File: src/rtl/bcd_entry.sv
// Two-digit BCD keypad entry front end that hands the digits to a BCD-to-binary converter.
// Optional idle timeout for partial entries is compiled in with `define BCD_ENTRY_TIMEOUT_EN.
module bcd_entry #(
    parameter bit          AUTO_CLEAR     = 1'b1,
    parameter int unsigned TIMEOUT_CYCLES = 50000000
) (
    input  logic       clk,
    input  logic       reset,
    input  logic       key_tick,
    input  logic [3:0] key_code,
    input  logic       conv_ready,
    input  logic       conv_done,
    output logic [3:0] bcd1,
    output logic [3:0] bcd0,
    output logic       start,
    output logic       busy,
    output logic [1:0] digit_cnt,
    output logic       err_tick
);

    typedef enum logic [1:0] {
        ST_ENTRY = 2'd0,
        ST_ISSUE = 2'd1,
        ST_WAIT  = 2'd2
    } state_t;

    state_t     state;
    state_t     state_nxt;
    logic [3:0] bcd1_nxt;
    logic [3:0] bcd0_nxt;
    logic [1:0] digit_cnt_nxt;
    logic       err_nxt;
    logic       start_nxt;
    logic       busy_nxt;

    logic key_digit;
    logic key_clear;
    logic key_enter;
    logic key_bksp;
    logic key_known;
    logic expire;

    assign key_digit = (key_code <= 4'h9);
    assign key_clear = (key_code == 4'hA);
    assign key_enter = (key_code == 4'hB);
    assign key_bksp  = (key_code == 4'hC);
    assign key_known = (key_code <= 4'hC);

`ifdef BCD_ENTRY_TIMEOUT_EN
    localparam int unsigned CW = $clog2(TIMEOUT_CYCLES + 1);

    logic [CW-1:0] idle_cnt;

    // A key in the expiry cycle wins: expire requires !key_tick.
    assign expire = (state == ST_ENTRY) && (digit_cnt != 2'd0) && !key_tick &&
                    (idle_cnt == CW'(TIMEOUT_CYCLES - 1));

    always_ff @(posedge clk) begin
        if (reset) begin
            idle_cnt <= '0;
        end else if ((state != ST_ENTRY) || (digit_cnt == 2'd0) || key_tick || expire) begin
            idle_cnt <= '0;
        end else begin
            idle_cnt <= idle_cnt + 1'b1;
        end
    end
`else
    logic unused_timeout;

    assign unused_timeout = ^TIMEOUT_CYCLES;
    assign expire         = 1'b0;
`endif

    // State register
    always_ff @(posedge clk) begin
        if (reset) begin
            state <= ST_ENTRY;
        end else begin
            state <= state_nxt;
        end
    end

    // Next-state logic
    always_comb begin
        state_nxt = state;
        case (state)
            ST_ENTRY: begin
                if (key_tick && key_enter && (digit_cnt != 2'd0)) begin
                    state_nxt = ST_ISSUE;
                end
            end
            ST_ISSUE: begin
                if (start && conv_ready) begin
                    state_nxt = ST_WAIT;
                end
            end
            ST_WAIT: begin
                if (conv_done) begin
                    state_nxt = ST_ENTRY;
                end
            end
            default: state_nxt = ST_ENTRY;
        endcase
    end

    // Output logic: next values of the registered outputs
    always_comb begin
        bcd1_nxt      = bcd1;
        bcd0_nxt      = bcd0;
        digit_cnt_nxt = digit_cnt;
        err_nxt       = 1'b0;
        case (state)
            ST_ENTRY: begin
                if (key_tick) begin
                    if (key_digit) begin
                        if (digit_cnt < 2'd2) begin
                            bcd1_nxt      = bcd0;
                            bcd0_nxt      = key_code;
                            digit_cnt_nxt = digit_cnt + 2'd1;
                        end else begin
                            err_nxt = 1'b1;
                        end
                    end else if (key_clear) begin
                        bcd1_nxt      = 4'd0;
                        bcd0_nxt      = 4'd0;
                        digit_cnt_nxt = 2'd0;
                    end else if (key_enter) begin
                        err_nxt = (digit_cnt == 2'd0);
                    end else if (key_bksp) begin
                        if (digit_cnt != 2'd0) begin
                            bcd0_nxt      = bcd1;
                            bcd1_nxt      = 4'd0;
                            digit_cnt_nxt = digit_cnt - 2'd1;
                        end else begin
                            err_nxt = 1'b1;
                        end
                    end
                end else if (expire) begin
                    bcd1_nxt      = 4'd0;
                    bcd0_nxt      = 4'd0;
                    digit_cnt_nxt = 2'd0;
                    err_nxt       = 1'b1;
                end
            end
            ST_ISSUE: begin
                err_nxt = key_tick && key_known;
            end
            ST_WAIT: begin
                // Keys arriving alongside conv_done are still rejected, not captured.
                err_nxt = key_tick && key_known;
                if (conv_done && AUTO_CLEAR) begin
                    bcd1_nxt      = 4'd0;
                    bcd0_nxt      = 4'd0;
                    digit_cnt_nxt = 2'd0;
                end
            end
            default: ;
        endcase
        start_nxt = (state_nxt == ST_ISSUE);
        busy_nxt  = (state_nxt != ST_ENTRY);
    end

    always_ff @(posedge clk) begin
        if (reset) begin
            bcd1      <= 4'd0;
            bcd0      <= 4'd0;
            digit_cnt <= 2'd0;
            start     <= 1'b0;
            busy      <= 1'b0;
            err_tick  <= 1'b0;
        end else begin
            bcd1      <= bcd1_nxt;
            bcd0      <= bcd0_nxt;
            digit_cnt <= digit_cnt_nxt;
            start     <= start_nxt;
            busy      <= busy_nxt;
            err_tick  <= err_nxt;
        end
    end

endmodule

File: config.mk
export PLATFORM = sky130hd
export DESIGN_NAME = bcd_entry
export DESIGN_NICKNAME = d
export VERILOG_FILES = /design/src/rtl/bcd_entry.sv
export SDC_FILE = /design/constraint.sdc
export NUM_CORES = 1
export LEC_CHECK = 0
export BUFFER_PORTS_ARGS = -buffer_cell sky130_fd_sc_hd__buf_2
export CAP_MARGIN = 15
export CORE_UTILIZATION = 30
export DETAILED_ROUTE_END_ITERATION = 6
export PLACE_DENSITY = 0.5
export SLEW_MARGIN = 20
export SYNTH_ARGS = -nofsm -noshare
export SYNTH_HDL_FRONTEND = slang
export SYNTH_SLANG_ARGS = --single-unit
File: constraint.sdc
create_clock -name clk -period 2.1 [get_ports clk]
set_clock_uncertainty 0.2 [all_clocks]
set_input_delay 0.525 -clock clk [delete_from_list [all_inputs] [get_ports clk]]
set_output_delay 0.525 -clock clk [all_outputs]
set_load 0.02 [all_outputs]
Word-level counts from Yosys, hierarchy flattened
Cells that the tools add are included.
Widths: inputs -> output; s select.
{"block": "totals", "output_inout_bits": 13, "register_bits": 15, "wordCells": 73}
{"block": "op_classes", "addsub": 2, "muxes": 38, "n_eq_ne": 12, "reduce_logical": 11, "magnitude_cmp": 3}
{"op": "$mux 4", "n": 15}
{"op": "$mux 2", "n": 11}
{"op": "$pmux 4 s2", "n": 2}
{"op": "$eq 4x4->1 const B", "n": 3}
{"op": "$ne 4x4->1 const B", "n": 3}
{"op": "$le 4x4->1 const B", "n": 2}
{"op": "$mux 1", "n": 7}
{"op": "$reduce_and 7->1", "n": 1}
{"op": "$pmux 2 s3", "n": 1}
{"op": "$reduce_bool 2->1", "n": 3}
{"op": "$eq 2x1->1 const B", "n": 2}
{"op": "$logic_and 1x1->1", "n": 4}
{"op": "$logic_not 2->1", "n": 2}
{"op": "$ne 2x2->1 const B", "n": 2}
{"op": "$pmux 2 s2", "n": 1}
{"op": "$ne 3x3->1 const B", "n": 1}
{"op": "$add 2x1->2 const B", "n": 1}
{"op": "$eq 2x2->1 const B", "n": 1}
{"op": "$lt 2x2->1 const B", "n": 1}
{"op": "$pmux 1 s2", "n": 1}
{"op": "$reduce_or 2->1", "n": 1}
{"op": "$sub 2x1->2 const B", "n": 1}

Depth between registers and ports, before layout
Gate-level depths: netlist (run 1).
{"block": "depth", "depth_word": 8, "mapped_depth": 7, "mapped_depth_nobuf": 6}

Least setup slack after synthesis (run 1)
No wires, ideal clock.
{"block": "synth_path", "kind": "flip-flop to flip-flop", "from": "register digit_cnt[1]", "to": "register busy", "setup_time_ps": 120, "arrival_ps": 1529, "synth_period_minus_slack_ps": 1849, "setup_slack_ps": 251, "path_stages_with_launch": 7, "path_cell_list": "dfxtp_1 > inv_1 > ha_1 > nor4bb_2 > a31o_1 > a2111oi_2 > or2_1"}
{"block": "synth_via", "elab_chain_cells": 5}
{"element": "start: declaration", "line": "17", "source": "output logic [1:0] digit_cnt,"}
{"element": "start signal: assignment", "line": "174", "source": "digit_cnt <= digit_cnt_nxt;"}
{"element": "$reduce_bool 2->1", "line": "88", "source": "if (key_tick && key_enter && (digit_cnt != 2'd0)) begin"}
{"element": "$logic_and 1x1->1", "line": "88"}
{"element": "$mux 2", "line": "88"}
{"element": "$pmux 2 s3", "line": "86", "source": "case (state)"}
{"element": "$reduce_bool 2->1", "line": "160", "source": "busy_nxt = (state_nxt != ST_ENTRY);"}
{"element": "end signal: assignment", "line": "176", "source": "busy <= busy_nxt;"}
{"element": "end: declaration", "line": "16", "source": "output logic busy,"}
No other way between the ends.
A chain may end at the register's enable or synchronous reset.

Worst setup path after layout (run 1)
{"block": "layout_path", "from": "register state[0]", "to": "register bcd1[3]"}
{"block": "layout_via", "elab_chain_cells": 3, "word_cells_on_any_way": 11}
{"element": "start: declaration", "line": "27", "source": "state_t state;"}
{"element": "start signal: assignment", "line": "79", "source": "state <= state_nxt;"}
{"element": "$logic_not 2->1 or $eq 2x2->1 (tied branches)", "line": "112", "source": "case (state)"}
{"element": "$ne 4x4->1 (no source line), or another cell as far along"}
{"element": "$reduce_and 7->1 (no source line)"}
{"element": "end signal: assignment", "line": "172", "source": "bcd1 <= bcd1_nxt;"}
{"element": "end: declaration", "line": "13", "source": "output logic [3:0] bcd1,"}
Parallel ways exist; a longest one is shown, timed or not.

==> metrics.yaml, run 1 <==
layout:
  combined_area_of_the_multi_input_logic_cells_um2: 611
  final_layout_net_count: 150
  number_of_fillers_in_the_final_layout: 339
  drive_above_1_share_pct: 28.1
  area.sequential_um2: 300
  mostFrequentLayoutCells: "sky130_fd_sc_hd__buf_2 (21), sky130_fd_sc_hd__dfxtp_1 (15), sky130_fd_sc_hd__nand2b_1 (10)"
  area_delta_synth_final_pct: 19.2
  most_common_cell_after_layout_fill_and_taps_aside: "sky130_fd_sc_hd__buf_2"
  number_of_inserted_diodes: 0
cts:
  cts-buffers-inserted: 3
  cts_setup_buffers: 0
  path_clk_slew_ns: 0.10
  cts_resized: 0
  maximum_count_of_clock_buffers_along_a_single_path: 2
  clock_insertion_delay_worst_skew_ns: 0.28
  post_cts_hold_buffer_count: 0
  clkSinkCount: 15
  htreeDepth: 1
  clock-root-buffer: "sky130_fd_sc_hd__clkbuf_4"
  tritoncts: "done"
synth:
  postSynthNetCount: 125
  seq_area_frac_synth_pct: 30.7
  syn_area_um2: 978
  synthesis.area_per_instance_um2: 8.81
  synth_seq_cells: 15
  post_synthesis_cells: 111
  synth_warnings: 0
  yosys.cell_types.count: 41
grt:
  grt_max_degree: 21
  initial_antenna_violation_count: 0
  grt_remaining_overflow: 0
  grt.total_usage_pct: 13.6
  grt_pass1_wl_mm: 3.56
  first_global_vias: 776
worst_setup_path:
  critical_path_source: "state[0]$_SDFF_PP0_"
  crit_chain: "inv_1 -> ha_1 -> and2b_1 -> a211oi_2 -> a21o_1 -> mux2i_1"
  r2r_start: "state[0]$_SDFF_PP0_"
  data_required_time_of_the_worst_path_ns: 2.12
  worst_setup_sp_type: "flop"
  slowest_stage_cell_on_the_critical_path: "sky130_fd_sc_hd__dfxtp_1"
  critPathKind: "reg2reg"
  critPathBufInv: 1
  worst-path-max-fanout: 6
  slowest_stage_delay_on_critical_path_ns: 0.39
  timing.critical_path.arrival_ns: 1.94
  end_kind: "flop"
  worst_path_dominant_cell_family: "compound AO/OA/AOI/OAI gates"
floorplan:
  rows: 20
  placeableCoreArea_um2: 3080
  design.die.area_um2: 3490
  die_height_um: 59.1
  dieWidth_um: 59.1
  floorplan.initialDensity_pct: 31.8
  pin_count: 22
routing:
  via_density_per_instance: 4.79
  dr_total_vias: 858
  drt.antenna.violating_nets: 0
  detail_route.iter0.violations: 24
  detail_routed_net_length_per_standard_cell_um: 12.0
  remaining_drc_errors: 0
  route.final.wire_length_mm: 2.14
  detail_route.first_pass.iterations: 5
sta:
  timing.hold.ws_ns: 0.270
  fmax_mhz: 521
  timing_hold_violations_final: 0
  setup_tns_ns: 0
  finalSetupViolCount: 0
  timing.final.crit_share_pct: 91.3
  final_max_slew_viol_count: 0
  timing.slew.headroom_pct: 76.5
  worstMarginPinSlew_ns: 0.351
  rsz_0062_raised_after_global_routing: "false"
  period_minus_slack_ns: 1.92
pwr:
  clock_power_share_pct: 27.8
  swShare_pct: 30.4
  combinational_cell_fraction_of_total_power_pct: 23.2
  cell_internal_pwr_uw: 428
  power_leakage_uw: 0.000517
  p_seq_share_pct: 49.0
  ir_drop_mv: 0.240
  cellPowerDensity_nw_per_um2: 527
  netSwitchingPower_uw: 187
min_path:
  hold_path_startpoint: "key_tick"
  hold_crit_class: "in2reg"
placement:
  place.gp.congestion: 0.803
  placement.io_buffers: 21
  dp.final_hpwl_mm: 1.67
run:
  cap_violations: 0
outcome:
  status: "finished, final reports clean"
==> cells by family after synthesis <==
kind of cell | count (synthesis) | share of synthesized area [%]
muxes | 9 | 9.21
DFF | 15 | 30.7
adders and majority gates | 5 | 6.39
AOI/OAI and AO/OA | 28 | 22.0
and+or+nand+nor | 41 | 24.8
buffers and inverters | 13 | 6.90
==> power groups by stage <==
stage	Combinational, uW	Clock (uW)	Sequential [uW]
after detailed placement	143	0	308
after CTS	144	180	302
final	143	171	301
after global placement	143	0	308
after floorplan	90.9	0	321
after global routing	158	195	303
==> synth_stat cells, drive strengths merged <==
cell type | instances | area share, %
nor4bb | 1 | 1.7
nor3b | 1 | 0.77
mux2i | 9 | 9.2
o2bb2ai | 1 | 0.90
nand3 | 1 | 0.51
or2 | 1 | 0.64
a211oi | 3 | 2.8
o22ai | 1 | 0.64
a211o | 1 | 0.90
a21oi | 4 | 2.4
a31o | 1 | 0.90
o21a | 1 | 0.77
and3b | 1 | 0.90
a21boi | 1 | 0.77
nand2b | 10 | 6.4
o221ai | 2 | 2.4
a2111oi | 1 | 1.5
a31oi | 2 | 1.3
and3 | 1 | 0.64
buf | 5 | 3.8
nor2 | 7 | 2.7
o211ai | 1 | 0.77
nor4 | 1 | 1.3
inv | 6 | 2.3
nand2 | 8 | 3.1
o21ai | 6 | 3.5
nand3b | 4 | 3.1
nor2b | 3 | 1.9
a41oi | 1 | 0.90
clkbuf | 2 | 0.77
nor3 | 1 | 0.51
ha | 5 | 6.4
and2b | 1 | 0.77
dfxtp | 15 | 31
a21o | 2 | 1.5
==> path summary, 6_finish.rpt <==
check | endpoint | slack [ns] | depth (start not counted)
setup / recovery | bcd1[3]$_SDFFE_PP0P_ | 0.18 | 6
hold / removal | err_tick$_SDFF_PP0_ | 0.27 | 3
setup reg to reg | bcd1[3]$_SDFFE_PP0P_ | 0.18 | 6
hold reg to reg | bcd0[3]$_SDFFE_PP0P_ | 0.29 | 2
==> sequential cells by signal, indices dropped and copies added, names as in the netlist <==
name and flops:
bcd1 4, busy 1, err_tick 1, digit_cnt 2, state 2, start 1
bcd0 4
==> stage by stage <==
step / cells / utilization (%) / setup WS, ns / instance area [um^2] / total power (uW)
2_1_floorplan: 111 / - / 0.251 / 978 / 412
3_3_place_gp: 175 / 37.0 / 0.155 / 1140 / 451
3_5_place_dp: 175 / 37.0 / 0.135 / 1140 / 451
4_1_cts: 179 / 37.9 / 0.167 / 1170 / 625
5_1_grt: 179 / 37.9 / 0.0346 / 1170 / 656
6_report: 179 / 37.9 / 0.182 / 1170 / 615
==> worst register-to-register path: cells and delay by family, from the launching register on <==
kind | cells | cell delay, ns
AOI/OAI and AO/OA | 2 | 0.56
and+or+nand+nor | 1 | 0.20
muxes | 1 | 0.22
adders and majority gates | 1 | 0.21
DFF | 1 | 0.39
buffers and inverters | 1 | 0.08
==> area by class of cell <==
cell class,instances,area share (%)
multi-input cells,83,52.4
clock inverters,1,0.429
clock buffers,3,1.93
flip-flops and latches,15,25.8
well taps,44,4.72
inverters,6,1.93
repair buffers,27,12.9
==> per-layer routing <==
| metal | routed length, um | vias up | GRT usage (%) |
|---|---|---|---|
| met2 | 1060 | 12 | 23.1 |
| li1 | - | 443 | - |
| met5 | 0 | - | 0 |
| met4 | 20 | 0 | 6.12 |
| met1 | 1000 | 401 | 16.7 |
| met3 | 55 | 2 | 2.62 |
(Power assumes the default switching activity.)
==> inputs of run 2 (changes only) <==
--- a/config.mk
+++ b/config.mk
@@ -7,6 +7,7 @@
 export LEC_CHECK = 0
 export BUFFER_PORTS_ARGS = -buffer_cell sky130_fd_sc_hd__buf_2
 export CAP_MARGIN = 15
+export CORE_ASPECT_RATIO = 1.4
 export CORE_UTILIZATION = 30
 export DETAILED_ROUTE_END_ITERATION = 6
 export PLACE_DENSITY = 0.5
==> run 2 against run 1 <==
Net effect:
- setup slack improved by 0.0018 ns
- via count increased by 2.8%
- worst hold slack improved by 0.018 ns
- design area increased by 1.7%
- global-route usage increased by 1.1 points
- wire length increased by 7.7%
- sequential power about the same
- cell count decreased by 2.2%
- first-iteration DRC count decreased by 13%
- critical path depth unchanged
- register-to-register slack about the same
- combinational power about the same
- largest power group unchanged
==> metrics.yaml, run 2 (synthesis results as in run 1) <==
grt:
  top_usage_layer: "met2"
  grt_max_degree: 21
  met1_usage_pct: 18.3
  grt.total_usage_pct: 14.7
  grt.met2_usage_pct: 25.0
  initial_antenna_violation_count: 0
  first_global_vias: 875
  global_route.usage.met3_pct: 1.97
  grt_pass1_wl_mm: 4.05
  grt_remaining_overflow: 0
worst_setup_path:
  critical_path_source: "digit_cnt[0]$_SDFFE_PP0P_"
  worst_setup_sp_type: "flop"
  slowest_stage_delay_on_critical_path_ns: 0.35
  r2r_start: "digit_cnt[0]$_SDFFE_PP0P_"
  critPathKind: "reg2reg"
  end_kind: "flop"
  data_required_time_of_the_worst_path_ns: 2.08
  timing.critical_path.arrival_ns: 1.89
  slowest_stage_cell_on_the_critical_path: "sky130_fd_sc_hd__a21o_1"
  critPathBufInv: 1
  worst-path-max-fanout: 6
  crit_chain: "inv_1 -> ha_1 -> o21a_1 -> o221ai_2 -> a21o_1 -> mux2i_1"
  worst_path_dominant_cell_family: "compound AO/OA/AOI/OAI gates"
sta:
  timing.slew.headroom_pct: 77.7
  rsz_0062_raised_after_global_routing: "false"
  worstMarginPinSlew_ns: 0.334
  finalSetupViolCount: 0
  final_max_slew_viol_count: 0
  period_minus_slack_ns: 1.92
  setup_tns_ns: 0
  timing.final.crit_share_pct: 91.3
  timing_hold_violations_final: 0
  fmax_mhz: 522
layout:
  most_common_cell_after_layout_fill_and_taps_aside: "sky130_fd_sc_hd__buf_2"
  number_of_inserted_diodes: 0
  drive_above_1_share_pct: 28.7
  area_delta_synth_final_pct: 21.2
  post-route-cell-area_um2: 1190
  final_core_util_pct: 38.0
  mostFrequentLayoutCells: "sky130_fd_sc_hd__buf_2 (21), sky130_fd_sc_hd__dfxtp_1 (15), sky130_fd_sc_hd__nand2b_1 (10)"
  final_layout_net_count: 151
  largest_registers: "bcd0 (4), bcd1 (4)"
outcome:
  status: "finished, final reports clean"
cts:
  htreeDepth: 1
  cts-buffers-inserted: 3
  clkSinkCount: 15
  clock_insertion_delay_worst_skew_ns: 0.25
  cts_setup_buffers: 0
  post_cts_hold_buffer_count: 0
  cts_resized: 0
  maximum_count_of_clock_buffers_along_a_single_path: 2
  tritoncts: "done"
  path_clk_slew_ns: 0.07
  clock-root-buffer: "sky130_fd_sc_hd__clkbuf_8"
routing:
  dr_total_vias: 882
  detail_route.iter0.violations: 21
  drt.antenna.violating_nets: 0
  remaining_drc_errors: 0
  via_density_per_instance: 5.04
  route.final.wire_length_mm: 2.31
  detail_route.first_pass.iterations: 4
  detail_routed_net_length_per_standard_cell_um: 13.2
floorplan:
  rows: 24
  floorplan.initialDensity_pct: 31.3
  dieWidth_um: 50.3
  placeableCoreArea_um2: 3120
  die_height_um: 69.6
  design.die.area_um2: 3500
  pin_count: 22
min_path:
  hold_crit_class: "reg2reg"
  hold_path_startpoint: "bcd1[0]$_SDFFE_PP0P_"
pwr:
  ir_drop_mv: 0.304
  cellPowerDensity_nw_per_um2: 577
  p_total_uw: 684
  power_leakage_uw: 0.000529
placement:
  placement.io_buffers: 21
  placement.cell_area_um2: 1140
  place.gp.congestion: 0.801
  dp.final_hpwl_mm: 1.78
run:
  cap_violations: 0
[run 2: tightest hold or removal path, delay by kind of cell (launching register included)]
family	cells	cell delay, ns
muxes	1	0.05
DFF	1	0.32
and+or+nand+nor	1	0.06
[run 2: final timing paths]
kind | to | slack [ns] | cells after the start
min | bcd1[0]$_SDFFE_PP0P_ | 0.29 | 2
min reg2reg | bcd1[0]$_SDFFE_PP0P_ | 0.29 | 2
max reg2reg | bcd0[0]$_SDFFE_PP0P_ | 0.18 | 6
max | bcd0[0]$_SDFFE_PP0P_ | 0.18 | 6
[run 2: power breakdown]
| group | internal, uW | switching, uW |
|---|---|---|
| Sequential | 295 | 6.48 |
| Combinational | 64.0 | 82.3 |
| Clock | 131 | 105 |
[run 2: stage by stage]
stage,instances,setup slack (ns),hold WS (ns)
floorplan,111,0.251,0.355
finish,175,0.184,0.288
CTS,175,0.156,0.294
detailed placement,171,0.143,0.284
global route,175,0.0432,0.317
global placement,171,0.180,0.277
[run 2: final cells by class]
class	instances	area, um^2
Clock buffer	3	41.3
Clock inverter	1	5.00
Fill cell	340	1940
Inverter	6	22.5
Multi-Input combinational cell	83	611
Sequential cell	15	300
Tap cell	39	48.8
Timing Repair Buffer	28	158
[run 2: layer usage]
layer / share of wire, % / routed length [um] / vias up
li1: - / - / 441
met1: 45 / 1030 / 419
met2: 51 / 1170 / 20
met3: 3.5 / 81 / 2
met4: 0.91 / 21 / 0
met5: 0 / 0 / -
